**src/rtl/logic_cond_pipe.sv**
```systemverilog
// Two-stage pipelined logic / conditional-set unit with a valid/ready handshake.
// Compare ops turn the ALU's A-B difference and V/C flags into a 0/1 result and latch sticky {Z,N,V}.
module logic_cond_pipe #(
  parameter int WIDTH   = 32,
  parameter int OUT_REG = 1
) (
  input  logic             clk,
  input  logic             reset,
  input  logic             in_valid,
  output logic             in_ready,
  input  logic [3:0]       op,
  input  logic [WIDTH-1:0] a,
  input  logic [WIDTH-1:0] b,
  input  logic             v_in,
  input  logic             c_in,
  output logic             out_valid,
  input  logic             out_ready,
  output logic [WIDTH-1:0] out,
  output logic [2:0]       flags,
  output logic             illegal_op
);

  logic [WIDTH-1:0] s1_result_d;
  logic [2:0]       s1_flags_d;
  logic             s1_cmp_d;
  logic             s1_illegal_d;
  logic             zero_bit;
  logic             less_bit;
  logic             cmp_bit;

  logic             s1_valid_q;
  logic [WIDTH-1:0] s1_result_q;
  logic [2:0]       s1_flags_q;
  logic             s1_cmp_q;
  logic             s1_illegal_q;

  logic             s1_adv;
  logic             in_ready_int;
  logic             in_fire;
  logic             fin_valid;
  logic [WIDTH-1:0] fin_result;
  logic [2:0]       fin_flags;
  logic             fin_cmp;
  logic             fin_illegal;
  logic [2:0]       flags_q;

  // Signed less-than is N^V because a carries the already-computed difference A-B.
  always_comb begin
    zero_bit     = (a == '0);
    less_bit     = a[WIDTH-1] ^ v_in;
    s1_result_d  = '0;
    s1_flags_d   = {zero_bit, a[WIDTH-1], v_in};
    s1_cmp_d     = 1'b1;
    s1_illegal_d = 1'b0;
    cmp_bit      = 1'b0;
    case (op)
      4'b0000: begin s1_result_d = a & b;    s1_cmp_d = 1'b0; end
      4'b0001: begin s1_result_d = a | b;    s1_cmp_d = 1'b0; end
      4'b0010: begin s1_result_d = a ^ b;    s1_cmp_d = 1'b0; end
      4'b0011: begin s1_result_d = ~(a | b); s1_cmp_d = 1'b0; end
      4'b1000: cmp_bit = zero_bit;
      4'b1001: cmp_bit = !zero_bit;
      4'b1010: cmp_bit = zero_bit | less_bit;
      4'b1011: cmp_bit = less_bit;
      4'b1100: cmp_bit = !less_bit;
      4'b1101: cmp_bit = !zero_bit & !less_bit;
      4'b1110: cmp_bit = !c_in;
      4'b1111: cmp_bit = c_in;
      default: begin s1_cmp_d = 1'b0; s1_illegal_d = 1'b1; end
    endcase
    if (s1_cmp_d) s1_result_d = {{(WIDTH-1){1'b0}}, cmp_bit};
  end

  assign in_ready = in_ready_int & !reset;
  assign in_fire  = in_valid & in_ready;

  always_ff @(posedge clk) begin
    if (reset) begin
      s1_valid_q   <= 1'b0;
      s1_result_q  <= '0;
      s1_flags_q   <= 3'b000;
      s1_cmp_q     <= 1'b0;
      s1_illegal_q <= 1'b0;
    end else if (in_fire) begin
      s1_valid_q   <= 1'b1;
      s1_result_q  <= s1_result_d;
      s1_flags_q   <= s1_flags_d;
      s1_cmp_q     <= s1_cmp_d;
      s1_illegal_q <= s1_illegal_d;
    end else if (s1_adv) begin
      s1_valid_q   <= 1'b0;
    end
  end

  if (OUT_REG != 0) begin : g_out_reg
    logic             s2_valid_q;
    logic [WIDTH-1:0] s2_result_q;
    logic [2:0]       s2_flags_q;
    logic             s2_cmp_q;
    logic             s2_illegal_q;
    logic             adv2;

    assign adv2         = !s2_valid_q | out_ready;
    assign s1_adv       = s1_valid_q & adv2;
    assign in_ready_int = !s1_valid_q | adv2;

    // Stage 2 only changes when empty or draining, so a stalled beat holds still.
    always_ff @(posedge clk) begin
      if (reset) begin
        s2_valid_q   <= 1'b0;
        s2_result_q  <= '0;
        s2_flags_q   <= 3'b000;
        s2_cmp_q     <= 1'b0;
        s2_illegal_q <= 1'b0;
      end else if (s1_adv) begin
        s2_valid_q   <= 1'b1;
        s2_result_q  <= s1_result_q;
        s2_flags_q   <= s1_flags_q;
        s2_cmp_q     <= s1_cmp_q;
        s2_illegal_q <= s1_illegal_q;
      end else if (out_ready) begin
        s2_valid_q   <= 1'b0;
      end
    end

    assign fin_valid   = s2_valid_q;
    assign fin_result  = s2_result_q;
    assign fin_flags   = s2_flags_q;
    assign fin_cmp     = s2_cmp_q;
    assign fin_illegal = s2_illegal_q;
  end else begin : g_bypass
    assign s1_adv       = s1_valid_q & out_ready;
    assign in_ready_int = !s1_valid_q | out_ready;
    assign fin_valid    = s1_valid_q;
    assign fin_result   = s1_result_q;
    assign fin_flags    = s1_flags_q;
    assign fin_cmp      = s1_cmp_q;
    assign fin_illegal  = s1_illegal_q;
  end

  // Sticky flags follow compares only, at the moment they are handed off.
  always_ff @(posedge clk) begin
    if (reset) begin
      flags_q <= 3'b000;
    end else if (fin_valid & out_ready & fin_cmp) begin
      flags_q <= fin_flags;
    end
  end

  assign out_valid  = fin_valid;
  assign out        = fin_result;
  assign flags      = flags_q;
  assign illegal_op = fin_valid & fin_illegal;

endmodule

```
**config.mk**
```make
export PLATFORM = sky130hd
export DESIGN_NAME = logic_cond_pipe
export DESIGN_NICKNAME = d
export VERILOG_FILES = /design/src/rtl/logic_cond_pipe.sv
export SDC_FILE = /design/constraint.sdc
export NUM_CORES = 1
export LEC_CHECK = 0
export CORE_MARGIN = 5
export CORE_UTILIZATION = 46
export CTS_BUF_LIST = sky130_fd_sc_hd__clkbuf_2 sky130_fd_sc_hd__clkbuf_4 sky130_fd_sc_hd__clkbuf_8
export DETAILED_ROUTE_END_ITERATION = 7
export PLACE_DENSITY = 0.74
export SETUP_SLACK_MARGIN = 0.1
export SLEW_MARGIN = 20
export SYNTH_ARGS = -nofsm -noshare
export SYNTH_HDL_FRONTEND = slang
export SYNTH_SLANG_ARGS = --single-unit
```
**constraint.sdc**
```tcl
create_clock -name clk -period 3.6 [get_ports clk]
set_input_delay 0.72 -clock clk [delete_from_list [all_inputs] [get_ports clk]]
set_output_delay 0.72 -clock clk [all_outputs]
set_load 0.02 [all_outputs]
```
## Yosys cells after proc, flatten, opt, wreduce, memory -nomap -nowiden

Index checks and enable logic that the tools add are counted.

- Muxes and demuxes: 9
- Reductions and logical operators: 12
- Bitwise operators: 15
- Eq/ne operators: 11

Operators with widths:

| operator | number |
|---|---|
| 32-bit case mux with 4 select lines | 1 |
| 32-bit bitwise AND | 1 |
| 4-bit == test (second input constant) | 8 |
| 32-bit zero test | 1 |
| 32-bit two-way mux | 1 |
| 32-bit inverter | 1 |
| 32-bit OR | 1 |
| 32-bit XOR | 1 |
| 12-bit OR reduction | 1 |
| 4-bit by 2-bit == test with 1-bit output (second input constant) | 2 |
| 1-bit case mux with 8 select lines | 1 |
| 8-bit OR reduction | 1 |
| 1-bit bitwise AND | 7 |
| 1-bit zero test | 6 |
| 1-bit two-way mux | 6 |
| 4-bit by 1-bit == test with 1-bit output (second input constant) | 1 |
| 4-bit zero test | 1 |
| 2-bit nonzero test | 2 |
| 1-bit OR | 3 |
| 1-bit XOR | 1 |

- Word-level logic and storage cells: 58
- Output and inout bits: 38
- Input port bits: 74
- Flip-flop bits (word level): 79

## Depth between registers and ports, before layout

Gate-level depths: netlist of run 1.

- Depth in word-level cells: 6
- Depth in mapped cells: 8
- Depth with buffers taken out: 7

## Least setup slack after synthesis of run 1

OpenSTA, ideal clock, no wires.

- Path type: input to output
- Start point: input reset
- End point: output in_ready
- Data arrival time: 1.567 ns
- Required time: 2.880 ns
- Path buffers: 3
- Setup slack: 1.313 ns
- Cell stages on the path: 4
- Path through: buf_2 clkbuf_1 buf_1 nor2_1

- Cells in the longest elaborated chain, start to end: 2

RTL lines:

| item | line | RTL |
|---|---|---|
| start: declaration | 8 | `input logic reset,` |
| 1-bit zero test | 74 | `assign in_ready = in_ready_int & !reset;` |
| 1-bit bitwise AND | 74 |  |
| end: declaration | 10 | `output logic in_ready,` |

Every way passes these cells.

## Worst setup path in the final report of run 1

- Start point: input out_ready
- End point: output in_ready

- Cells in the longest elaborated chain, start to end: 3

RTL lines:

| item | line | RTL |
|---|---|---|
| start: declaration | 17 | `input logic out_ready,` |
| 1-bit OR | 103 | `assign adv2 = !s2_valid_q \| out_ready;` |
| 1-bit OR | 105 | `assign in_ready_int = !s1_valid_q \| adv2;` |
| 1-bit bitwise AND | 74 |  |

Every way passes these cells.

==> results.md, run 1 <==
Status:
- The run finished with clean final reports.

Power and ir drop:
- The analysis attributes to cell leakage a power of 2.70 nW.
- For this design the ratio of total power to cell area is 309 nW/um^2.
- The largest voltage drop on the vdd net is 0.190 mV.

Clock tree:
- The buffers inserted during post-CTS setup optimization is 0.
- The clock tree root driver cell is sky130_fd_sc_hd__clkbuf_8.
- The number of clock buffers inserted by TritonCTS is 9.
- The later pin in the worst-skew pair is clocked with a latency of 0.34 ns.
- In this run the number of H-tree levels came out at 3.
- The quantity of gates resized following cts is 0.
- The clock transition at the registers of the reported paths is 0.08 ns.
- The number of buffers on the longest clock path is 2.
- For this design, the sink count on the clock tree is 79.
- The number of buffers inserted by hold repair at cts is 0.
- The clock tree from TritonCTS is done.

Floorplanning:
- The count of standard-cell rows is 38.
- Once the floorplan was initialized, standard cells occupied 46.4% of the core.
- The floorplan step defined a die boundary enclosing 13,000 um^2.
- In this run the count of I/O pins placed on the die edge is 112.
- The core region is 10,700 um^2.
- In this run the horizontal extent of the chip is 114 um.
- The height of the die is 114 um.

Timing:
- The final clock period utilization by the worst path is 84.2%.
- In the final timing run, aggregate negative setup slack is 0 ns.
- Setup violations remaining at the end of the flow were counted as 0.
- Setup repair after global routing left no endpoint under its margin.
- The clock tree skew after final layout is 0.00828 ns.
- The actual transition at the worst max-transition pin is 0.909 ns.
- Derived from the worst setup path, the maximum achievable clock frequency is 330 MHz.
- The worst relative slew slack is 39.4%.
- The time the final worst path needs with I/O delays and setup is 3.03 ns.
- The hold violation total from the final report is 0.
- In the post-route analysis, the smallest setup slack over all paths is 0.570 ns.
- The number of pins with negative max-slew slack in the final report is 0.

Synthesis:
- Counting flops with an async set or reset pin after synthesis yields a share of 0%.
- In the post-synthesis netlist, the biggest area contributors are sky130_fd_sc_hd__dfxtp_1 32%, sky130_fd_sc_hd__ha_1 16%, sky130_fd_sc_hd__nand2_1 11%.
- Averaged over all synthesized cells, the footprint is 7.77 um^2.
- The sequential area share after synthesis is 31.7%.
- In this run the cell area of the synthesized design comes to 4980 um^2.
- The cell count after synthesis came out at 641.
- The most numerous cell in the Yosys netlist is sky130_fd_sc_hd__nand2_1.
- Summed over all instances, the cell type with the most area after synthesis is sky130_fd_sc_hd__dfxtp_1.
- The total nets after synthesis is 779.
- The prevailing post-synth register cell is sky130_fd_sc_hd__dfxtp_1.
- Counting distinct cell types in the post-synthesis netlist gives 38.
- Yosys mapped a number of flops with a built-in enable equal to 0.
- The share of the synthesized area in the top cell type is 31.7%.
- The synthesized flop and latch total is 79.
- The count of synthesis-stage warnings from yosys is 0.
- Counting instances in the post-synthesis netlist gives the leading cell types as 143 x sky130_fd_sc_hd__nand2_1, 79 x sky130_fd_sc_hd__dfxtp_1, 68 x sky130_fd_sc_hd__inv_1.

Final layout:
- The fraction of final layout cells with drive strength greater than 1 is 8.70%.
- The number of diodes is 0.
- The net count of the finished layout is 869.
- The signed area change from the synthesized netlist to the final layout is 26.6%.
- The share of the core filled with cells in the final layout is 58.7%.

Critical path:
- STA puts the critical path data required time at 2.88 ns.
- For this run, the slowest stage of the critical path takes 0.61 ns.
- The largest driver fanout on the critical path is 4.
- The critical path is of the in2out type.
- The kind of capture point of the worst setup path is an output port.
- Among the stages of the critical path, the cell type that occurs most often is sky130_fd_sc_hd__clkdlybuf4s50_1.
- The signal on the critical path passes through clkdlybuf4s50_1, and2b_1, and2_1, nor2_1, clkdlybuf4s50_1.
- The startpoint of the worst setup timing path is out_ready.
- The startpoint kind of the worst setup timing path is a primary input.
- STA puts the critical path data arrival time at 2.31 ns.
- The worst register-to-register path begins at out_valid$_SDFFE_PP0P_.
- The cell at the slowest stage of the critical path is sky130_fd_sc_hd__clkdlybuf4s50_1.
- The reg-to-reg setup timing slack is 1.91 ns.

Placed design:
- During placement, the flow inserted port buffers numbering 111.
- Before CTS, the worst setup slack after placement is 0.564 ns.
- Routability-driven placement finished with a final weighted congestion of 0.805.
- The final HPWL from detailed placement is 9340 um.

Route:
- The routed design has 12,100 um of wire.
- In the final routed layout, each cell accounts on average for 13.8 um.
- The residual DRC count is 0.
- The number of iterations in the first detailed-routing pass is 4.
- The detail route stage leaves a number of antenna-violating nets equal to 0.
- The detailed-route vias per instance is 5.10.
- The number of DRC markers in iteration 0 is 223.
- The via count is 4,468.

Global routing:
- The number of global-route vias before repair is 4,239.
- The number of antenna violations at the first check in global routing is 0.
- The total track usage is 18.5%.
- Entering global routing, the biggest net connects 50 pins.
- The residual overflow from global routing is 0.
- The first-pass GRT wire length is 19,900 um.

Flow run:
- The tool flagged a number of max-cap violations equal to 0.

Hold path:
- In this run the worst hold path is classified as reg2reg.
- The startpoint identified for the worst hold timing path is out[9]$_SDFFE_PP0P_.
metrics by stage:
step           std cells  power, mW  area, um^2  hold WS [ns]
6_report             876       1.95        6310         0.458
5_1_grt              876       2.05        6310         0.479
4_1_cts              876       1.96        6310         0.459
3_5_place_dp         860       1.29        6100         0.446
3_3_place_gp         860       1.27        6100         0.442
2_1_floorplan        641       1.14        4980         0.432
layer usage:
metal / GRT usage (%) / vias up / wire, um
met1: 24.0 / 2024 / 5380
li1: - / 2290 / -
met2: 30.4 / 129 / 5670
met3: 3.96 / 25 / 723
met4: 6.89 / 0 / 317
met5: 0 / - / 0
path summary, 6_finish.rpt:
| kind | end | cells after the start |
|---|---|---|
| min | out[9]$_SDFFE_PP0P_ | 2 |
| max reg2reg | s1_result_q[4]$_SDFFE_PP0P_ | 6 |
| min reg2reg | out[9]$_SDFFE_PP0P_ | 2 |
| max | in_ready | 5 |
registers in the layout, summed over array words and instances (netlist names):
name          count
fin_cmp           1
fin_flags         3
fin_illegal       1
flags             3
out              32
out_valid         1
s1_cmp_q          1
s1_flags_q        3
s1_illegal_q      1
s1_result_q      32
s1_valid_q        1
power breakdown:
| part | internal (mW) | switching, mW | leakage (nW) | total (mW) |
|---|---|---|---|---|
| registers | 0.887 | 0.00933 | 0.639 | 0.897 |
| logic | 0.182 | 0.191 | 1.96 | 0.373 |
| clock network | 0.343 | 0.335 | 0.103 | 0.678 |
| total | 1.41 | 0.536 | 2.70 | 1.95 |
critical path: cells and delay by family:
family | cells | cell delay, ns
and+or+nand+nor | 3 | 0.49
buffers and inverters | 2 | 1.10
area by class of cell:
type                       instances  area, um^2
multi-input combinational        451        2900
fill                            1012        4440
clock inverter                     6        68.8
tap                              140         175
timing repair buffer             121        1180
inverter                          69         259
clock buffer                      10         138
sequential                        79        1580
layout by cell type (no fill, tap or decap), types with 3 or more instances in the layout:
cell and n:
sky130_fd_sc_hd__nand2_1 143, sky130_fd_sc_hd__clkdlybuf4s50_1 108, sky130_fd_sc_hd__dfxtp_1 79, sky130_fd_sc_hd__inv_1 68, sky130_fd_sc_hd__ha_1 64, sky130_fd_sc_hd__o21ai_0 45
sky130_fd_sc_hd__a21oi_1 43, sky130_fd_sc_hd__nor2_1 36, sky130_fd_sc_hd__a22oi_1 28, sky130_fd_sc_hd__mux2_2 27, sky130_fd_sc_hd__o21ai_1 13, sky130_fd_sc_hd__mux2i_1 11
sky130_fd_sc_hd__clkbuf_8 10, sky130_fd_sc_hd__nor4_1 9, sky130_fd_sc_hd__buf_4 9, sky130_fd_sc_hd__nand3_1 5, sky130_fd_sc_hd__o211ai_1 4, sky130_fd_sc_hd__buf_2 3
kinds of logic (layout without fill, tap and decap cells):
| group | count (synthesis) | count (layout) | share of synthesized area, % |
|---|---|---|---|
| AOI/OAI and AO/OA | 138 | 138 | 15.9 |
| xor gates and xnor gates | 1 | 1 | 0.176 |
| adders and majority gates | 64 | 64 | 16.1 |
| buffers and inverters | 111 | 206 | 10.0 |
| DFF | 79 | 79 | 31.7 |
| muxes | 39 | 39 | 8.61 |
| and+or+nand+nor | 209 | 209 | 17.5 |
Note: power is estimated with default switching activity, not from simulation.
==> run 2, diff against run 1 <==
clock period = 3 ns   (was 3.6 ns; I/O delays follow)
==> results.md, run 2 (same netlist as run 1, synthesis figures left out) <==
Timing:
- The worst relative slew slack came to 56.5% (was 39.4%).
- The number of pins with negative max-slew slack in the final report is 0 (unchanged).
- The clock tree skew after final layout is 0.00688 ns (was 0.00828 ns).
- The highest clock rate is 356 MHz.
- The time the final worst path needs with I/O delays and setup is 2.81 ns.
- RSZ-0062 raised after global routing: no (unchanged).
- The setup TNS after final layout was 0 ns (unchanged).
- In the finished design, the share of the clock period the worst path needs comes to 93.6%.
- The final number of setup-violating endpoints is 0 (unchanged).
- The hold violation total from the final report is 0 (unchanged).
- The actual transition at the worst max-transition pin is 0.652 ns (was 0.909 ns).

Critical path:
- The worst endpoint required time is 2.40 ns (was 2.88 ns).
- Ordered cell list for the critical path: clkdlybuf4s50_1, and2b_1, and2_1, nor2_1, clkdlybuf4s50_1 (unchanged).
- The kind of capture point of the worst setup path is an output port (unchanged).
- The largest driver fanout on the critical path is 4 (unchanged).
- The data arrival time of the critical path is 2.21 ns (was 2.31 ns).
- The delay of the slowest cell on the worst path is 0.62 ns (was 0.61 ns).
- The critical path's most frequent cell is sky130_fd_sc_hd__clkdlybuf4s50_1 (unchanged).
- The kind of critical path is in2out (unchanged).
- The number of buffers and inverters on the critical path came to 2 (unchanged).
- The cell at the slowest stage of the critical path is sky130_fd_sc_hd__clkdlybuf4s50_1 (unchanged).
- The cell type group with the largest total delay on the critical path is buffers and inverters (unchanged).
- The startpoint kind of the worst setup timing path is a primary input (unchanged).

Placed design:
- The quantity of I/O buffers inserted on ports is 111 (unchanged).
- The cell area after placement is 6100 um^2 (unchanged).
- The routability congestion estimate is 0.852 (was 0.805).
- The final HPWL from detailed placement was 9390 um (was 9340 um).

Route:
- The number of DRC markers in iteration 0 is 235 (was 223).
- The remaining antenna violation count is 0 (unchanged).
- The residual DRC count is 0 (unchanged).
- The detailed-route vias per instance is 5.10 (about the same).
- The average wire per standard cell is 13.7 um (was 13.8 um).
- The via count was 4,464 (was 4,468).
- The number of iterations in the first detailed-routing pass is 4 (unchanged).
- The aggregate routed wire length is 12,000 um (was 12,100 um).

Clock tree:
- The number of H-tree levels is 3 (unchanged).
- The number of sinks on the clock net came to 79 (unchanged).
- The clock tree root driver cell is sky130_fd_sc_hd__clkbuf_8 (unchanged).
- The number of buffers on the longest clock path was 2 (unchanged).
- The quantity of gates resized following cts is 0 (unchanged).
- The number of buffers inserted by hold repair at cts is 0 (unchanged).
- The number of clock buffers inserted by TritonCTS is 9 (unchanged).
- The clock tree from TritonCTS was done (unchanged).
- The clock latency on the worst-skew pair was 0.36 ns (was 0.34 ns).
- The buffers inserted during post-CTS setup optimization was 0 (unchanged).
- The clock transition at the registers of the reported paths is 0.07 ns (was 0.08 ns).

Final layout:
- The area of the multi-input gates is 2900 um^2 (unchanged).
- The number of diodes is 0 (unchanged).
- The final layout net count came to 869 (unchanged).
- The most common cell after layout, fill and taps aside is sky130_fd_sc_hd__nand2_1 (unchanged).
- The fraction of final layout cells with drive strength greater than 1 is 8.70% (unchanged).
- The signed area change from the synthesized netlist to the final layout was 26.8% (was 26.6%).
- The storage element area is 1580 um^2 (unchanged).
- Most frequent cells in the layout: 143 x sky130_fd_sc_hd__nand2_1, 108 x sky130_fd_sc_hd__clkdlybuf4s50_1, 79 x sky130_fd_sc_hd__dfxtp_1 (unchanged).
- The area of all placed cells without fillers is 6320 um^2 (was 6310 um^2).
- The number of filler cells placed in the layout is 986 (was 1,012).

Floorplanning:
- The core area was 10,700 um^2 (unchanged).
- The die outline area is 13,000 um^2 (unchanged).
- The height of the die is 114 um (unchanged).
- The number of top-level pins is 112 (unchanged).
- The starting utilization of the core area came to 46.4% (unchanged).
- The count of standard-cell rows is 38 (unchanged).
- The die extent in x was 114 um (unchanged).

Power and ir drop:
- The power density normalized to cell area is 374 nW/um^2 (was 309 nW/um^2).
- The largest voltage drop on the vdd net is 0.207 mV (was 0.190 mV).
- The total power consumption of the routed design came to 2.37 mW (was 1.95 mW).
- The leakage power of the design is 2.71 nW (was 2.70 nW).

Global routing:
- The maximum number of pins on one net before global-route repair was 47 (was 50).
- The first-pass GRT wire length is 20,200 um (was 19,900 um).
- The number of global-route vias before repair came to 4,377 (was 4,239).
- The residual overflow from global routing is 0 (unchanged).
- The total track usage is 18.9% (was 18.5%).
- The number of antenna violations at the first check in global routing is 0 (unchanged).

Hold path:
- The worst min-delay path category was reg2reg (unchanged).

Status:
- Result of the run: finished clean (unchanged).

Flow run:
- The max-capacitance violation count is 0 (unchanged).
[run 2: cell count changes in the layout (fill, tap and decap cells not counted), sizes merged]
cell and delta:
inv -1, clkinv -3, clkbuf +4
[run 2: metrics by stage]
step / utilization (%) / setup WS, ns / hold WS [ns] / instances
finish: 58.8 / 0.193 / 0.454 / 876
CTS: 58.8 / 0.182 / 0.457 / 876
detailed placement: 56.8 / 0.220 / 0.447 / 860
global route: 58.8 / 0.134 / 0.475 / 876
floorplan: - / 0.953 / 0.432 / 641
global placement: 56.8 / 0.217 / 0.442 / 860
[run 2: layout make-up]
class	count	area share (%)
multi-input combinational	451	45.9
sequential	79	25.0
timing repair buffer	121	18.7
inverter	69	4.10
clock buffer	14	2.85
tap	140	2.77
clock inverter	2	0.594
[run 2: path summary, 6_finish.rpt]
kind / from / endpoint / slack, ns / cells past startpoint
worst min register to register: out[22]$_SDFFE_PP0P_ / out[22]$_SDFFE_PP0P_ / 0.45 / 2
worst max-delay path: out_ready / in_ready / 0.19 / 5
worst max register to register: out_valid$_SDFFE_PP0P_ / s1_result_q[0]$_SDFFE_PP0P_ / 1.32 / 6
worst min-delay path: out[22]$_SDFFE_PP0P_ / out[22]$_SDFFE_PP0P_ / 0.45 / 2
[run 2: worst min-delay path, stage by stage (launching register included)]
cell and delay [ns]:
sky130_fd_sc_hd__dfxtp_1 0.31, sky130_fd_sc_hd__nand2_1 0.05, sky130_fd_sc_hd__a21oi_1 0.05
[run 2: metal layers]
| layer | up-vias | GRT usage [%] | routed length, um |
|---|---|---|---|
| li1 | 2298 | - | - |
| met1 | 2046 | 24.3 | 5540 |
| met2 | 102 | 31.9 | 5650 |
| met3 | 18 | 3.01 | 587 |
| met4 | 0 | 6.89 | 242 |
| met5 | - | 0 | 0 |
[run 2: report_power, final]
part	total (mW)	leakage, nW	switching [mW]	internal (mW)
Sequential	1.08	0.639	0.0111	1.07
Combinational	0.452	1.96	0.234	0.219
Clock	0.838	0.110	0.366	0.472
==> run 3, diff against run 2 <==
PLACE_DENSITY = 0.77   (was 0.74)
clock period = 2.25 ns   (was 3 ns; I/O delays follow)
==> results.md, run 3 (same netlist as run 1, synthesis figures left out) <==
Global routing:
- The maximum number of pins on one net before global-route repair was 76 (was 47).
- The number of global-route vias before repair was 4,233 (was 4,377).
- The total track usage is 18.9% (about the same).
- The number of antenna violations at the first check in global routing was 0 (unchanged).
- The first-pass GRT wire length is 20,100 um (was 20,200 um).
- The residual overflow from global routing is 0 (unchanged).

Floorplanning:
- The core area is 10,700 um^2 (unchanged).
- The number of top-level pins is 112 (unchanged).
- The die outline area is 13,000 um^2 (unchanged).
- The height of the die is 114 um (unchanged).
- The die extent in x is 114 um (unchanged).
- The starting utilization of the core area is 46.4% (unchanged).
- The count of standard-cell rows came to 38 (unchanged).

Power and ir drop:
- The power density normalized to cell area is 484 nW/um^2 (was 374 nW/um^2).
- The switching portion of total power is 26.6% (was 25.8%).
- The combinational share of power was 20.2% (was 19.1%).
- The share of power burned in the clock network is 33.7% (was 35.4%).
- The power share of the sequential group is 46.1% (was 45.5%).
- The cell internal power dissipation is 2.28 mW (was 1.76 mW).
- The leakage power of the design is 2.76 nW (was 2.71 nW).
- The largest voltage drop on the vdd net is 0.274 mV (was 0.207 mV).
- The switching power total came to 0.828 mW (was 0.611 mW).

Route:
- The remaining antenna violation count is 0 (unchanged).
- The average wire per standard cell is 13.7 um (about the same).
- The number of iterations in the first detailed-routing pass is 5 (was 4).
- The residual DRC count is 0 (unchanged).
- The via count is 4,498 (was 4,464).
- The aggregate routed wire length is 12,100 um (was 12,000 um).
- The detailed-route vias per instance was 5.08 (was 5.10).
- The number of DRC markers in iteration 0 is 322 (was 235).

Final layout:
- The number of diodes is 0 (unchanged).
- The most common cell after layout, fill and taps aside was sky130_fd_sc_hd__nand2_1 (unchanged).
- The final layout net count came to 879 (was 869).
- The fraction of final layout cells with drive strength greater than 1 is 10.1% (was 8.70%).
- The share of the core filled with cells in the final layout is 59.8% (was 58.8%).
- Most frequent cells in the layout: 143 x sky130_fd_sc_hd__nand2_1, 107 x sky130_fd_sc_hd__clkdlybuf4s50_1, 79 x sky130_fd_sc_hd__dfxtp_1 (was 143 x sky130_fd_sc_hd__nand2_1, 108 x sky130_fd_sc_hd__clkdlybuf4s50_1, 79 x sky130_fd_sc_hd__dfxtp_1).
- The storage element area came to 1580 um^2 (unchanged).
- The area of the multi-input gates is 2900 um^2 (unchanged).
- The number of filler cells placed in the layout came to 958 (was 986).
- The signed area change from the synthesized netlist to the final layout is 28.9% (was 26.8%).

Clock tree:
- The number of clock buffers inserted by TritonCTS is 9 (unchanged).
- The clock tree root driver cell is sky130_fd_sc_hd__clkbuf_8 (unchanged).
- The clock transition at the registers of the reported paths came to 0.08 ns (was 0.07 ns).
- The number of sinks on the clock net is 79 (unchanged).
- The number of H-tree levels is 3 (unchanged).
- The buffers inserted during post-CTS setup optimization is 0 (unchanged).
- The number of buffers on the longest clock path came to 2 (unchanged).
- The number of buffers inserted by hold repair at cts is 0 (unchanged).
- The clock latency on the worst-skew pair is 0.35 ns (was 0.36 ns).
- The clock tree from TritonCTS is done (unchanged).

Critical path:
- The reg-to-reg setup timing slack is 0.82 ns (was 1.32 ns).
- The kind of capture point of the worst setup path is a flop (was output port).
- The kind of critical path was in2reg (was in2out).
- The data arrival time of the critical path is 2.21 ns (about the same).
- The worst endpoint required time is 2.46 ns (was 2.40 ns).
- The largest driver fanout on the critical path is 3 (was 4).
- The startpoint kind of the worst setup timing path is a primary input (unchanged).

Timing:
- The worst relative slew slack is 51.2% (was 56.5%).
- In the finished design, the share of the clock period the worst path needs comes to 88.8%.
- RSZ-0062 raised after global routing: no (unchanged).
- The clock tree skew after final layout is 0.00876 ns (was 0.00688 ns).
- The final hold slack is 0.454 ns (about the same).
- The time the final worst path needs with I/O delays and setup is 2.00 ns.
- The actual transition at the worst max-transition pin is 0.732 ns (was 0.652 ns).
- The highest clock rate is 501 MHz.
- The number of pins with negative max-slew slack in the final report is 0 (unchanged).
- The hold violation total from the final report is 0 (unchanged).
- The final number of setup-violating endpoints is 0 (unchanged).

Status:
- Result of the run: finished clean (unchanged).

Placed design:
- The routability congestion estimate is 0.781 (was 0.852).
- The final HPWL from detailed placement came to 9480 um (was 9390 um).
- The quantity of I/O buffers inserted on ports is 111 (unchanged).

Flow run:
- The max-capacitance violation count came to 0 (unchanged).

Hold path:
- The worst min-delay path category was reg2reg (unchanged).
==> run 3: changes by cell type in the layout (fill, tap and decap cells not counted) <==
cell / delta
sky130_fd_sc_hd__buf_12: +4
sky130_fd_sc_hd__buf_4: +6
sky130_fd_sc_hd__clkbuf_2: +1
sky130_fd_sc_hd__clkbuf_4: -1
sky130_fd_sc_hd__clkbuf_8: -2
sky130_fd_sc_hd__clkdlybuf4s50_1: -1
sky130_fd_sc_hd__clkinv_2: +1
sky130_fd_sc_hd__clkinvlp_4: +2
==> run 3: through the flow <==
stage | power (mW) | setup TNS, ns | setup slack, ns | cells | cell area [um^2]
2_1_floorplan | 1.82 | 0 | 0.503 | 641 | 4980
3_3_place_gp | 2.06 | -0.268 | -0.177 | 870 | 6230
3_5_place_dp | 2.09 | -0.349 | -0.170 | 870 | 6230
4_1_cts | 3.13 | 0 | 0.116 | 886 | 6430
5_1_grt | 3.27 | 0 | 0.171 | 886 | 6430
6_report | 3.11 | 0 | 0.253 | 886 | 6430
==> run 3: worst max-delay path, cell delays in order <==
cell                              delay [ns]
sky130_fd_sc_hd__clkdlybuf4s50_1        0.45
sky130_fd_sc_hd__nor4_1                 0.44
sky130_fd_sc_hd__buf_4                  0.18
sky130_fd_sc_hd__nand4_1                0.11
sky130_fd_sc_hd__or2_1                  0.29
sky130_fd_sc_hd__a211oi_2               0.19
sky130_fd_sc_hd__o22ai_1                0.10
==> run 3: layout make-up <==
| cell class | count | area share [%] |
|---|---|---|
| multi-input cells | 451 | 45.2 |
| flip-flops and latches | 79 | 24.6 |
| repair buffers | 131 | 20.3 |
| inverters | 69 | 4.03 |
| well taps | 140 | 2.73 |
| clock buffers | 11 | 2.26 |
| clock inverters | 5 | 0.896 |
==> run 3: power by group through the flow <==
stage                     Sequential [mW]  Clock [mW]  Combinational (mW)
after floorplan                      1.47           0               0.353
after global placement               1.47           0               0.596
after detailed placement             1.47           0               0.628
after CTS                            1.43        1.07               0.631
after global routing                 1.44        1.13               0.704
final                                1.43        1.05               0.628
==> run 3: worst paths after layout <==
kind	end	startpoint	cells past startpoint
worst max-delay path	s1_result_q[0]$_SDFFE_PP0P_	a[9]	7
worst min-delay path	out[3]$_SDFFE_PP0P_	out[3]$_SDFFE_PP0P_	2
worst max register to register	s1_result_q[4]$_SDFFE_PP0P_	s1_valid_q$_SDFFE_PP0P_	6
worst min register to register	out[3]$_SDFFE_PP0P_	out[3]$_SDFFE_PP0P_	2
==> run 3: timing repair <==
action	in CTS	in global routing
cloned	0	0
endpoints found under the setup margin	1	1
gates resized for setup	2	1
==> run 3: layer usage <==
metal / GRT usage (%) / vias to the layer above / share of wire [%]
met1: 25.7 / 2052 / 45
met2: 30.2 / 114 / 47
met4: 7.76 / 0 / 2.5
met5: 0 / - / 0
met3: 2.70 / 21 / 4.9
li1: - / 2311 / -
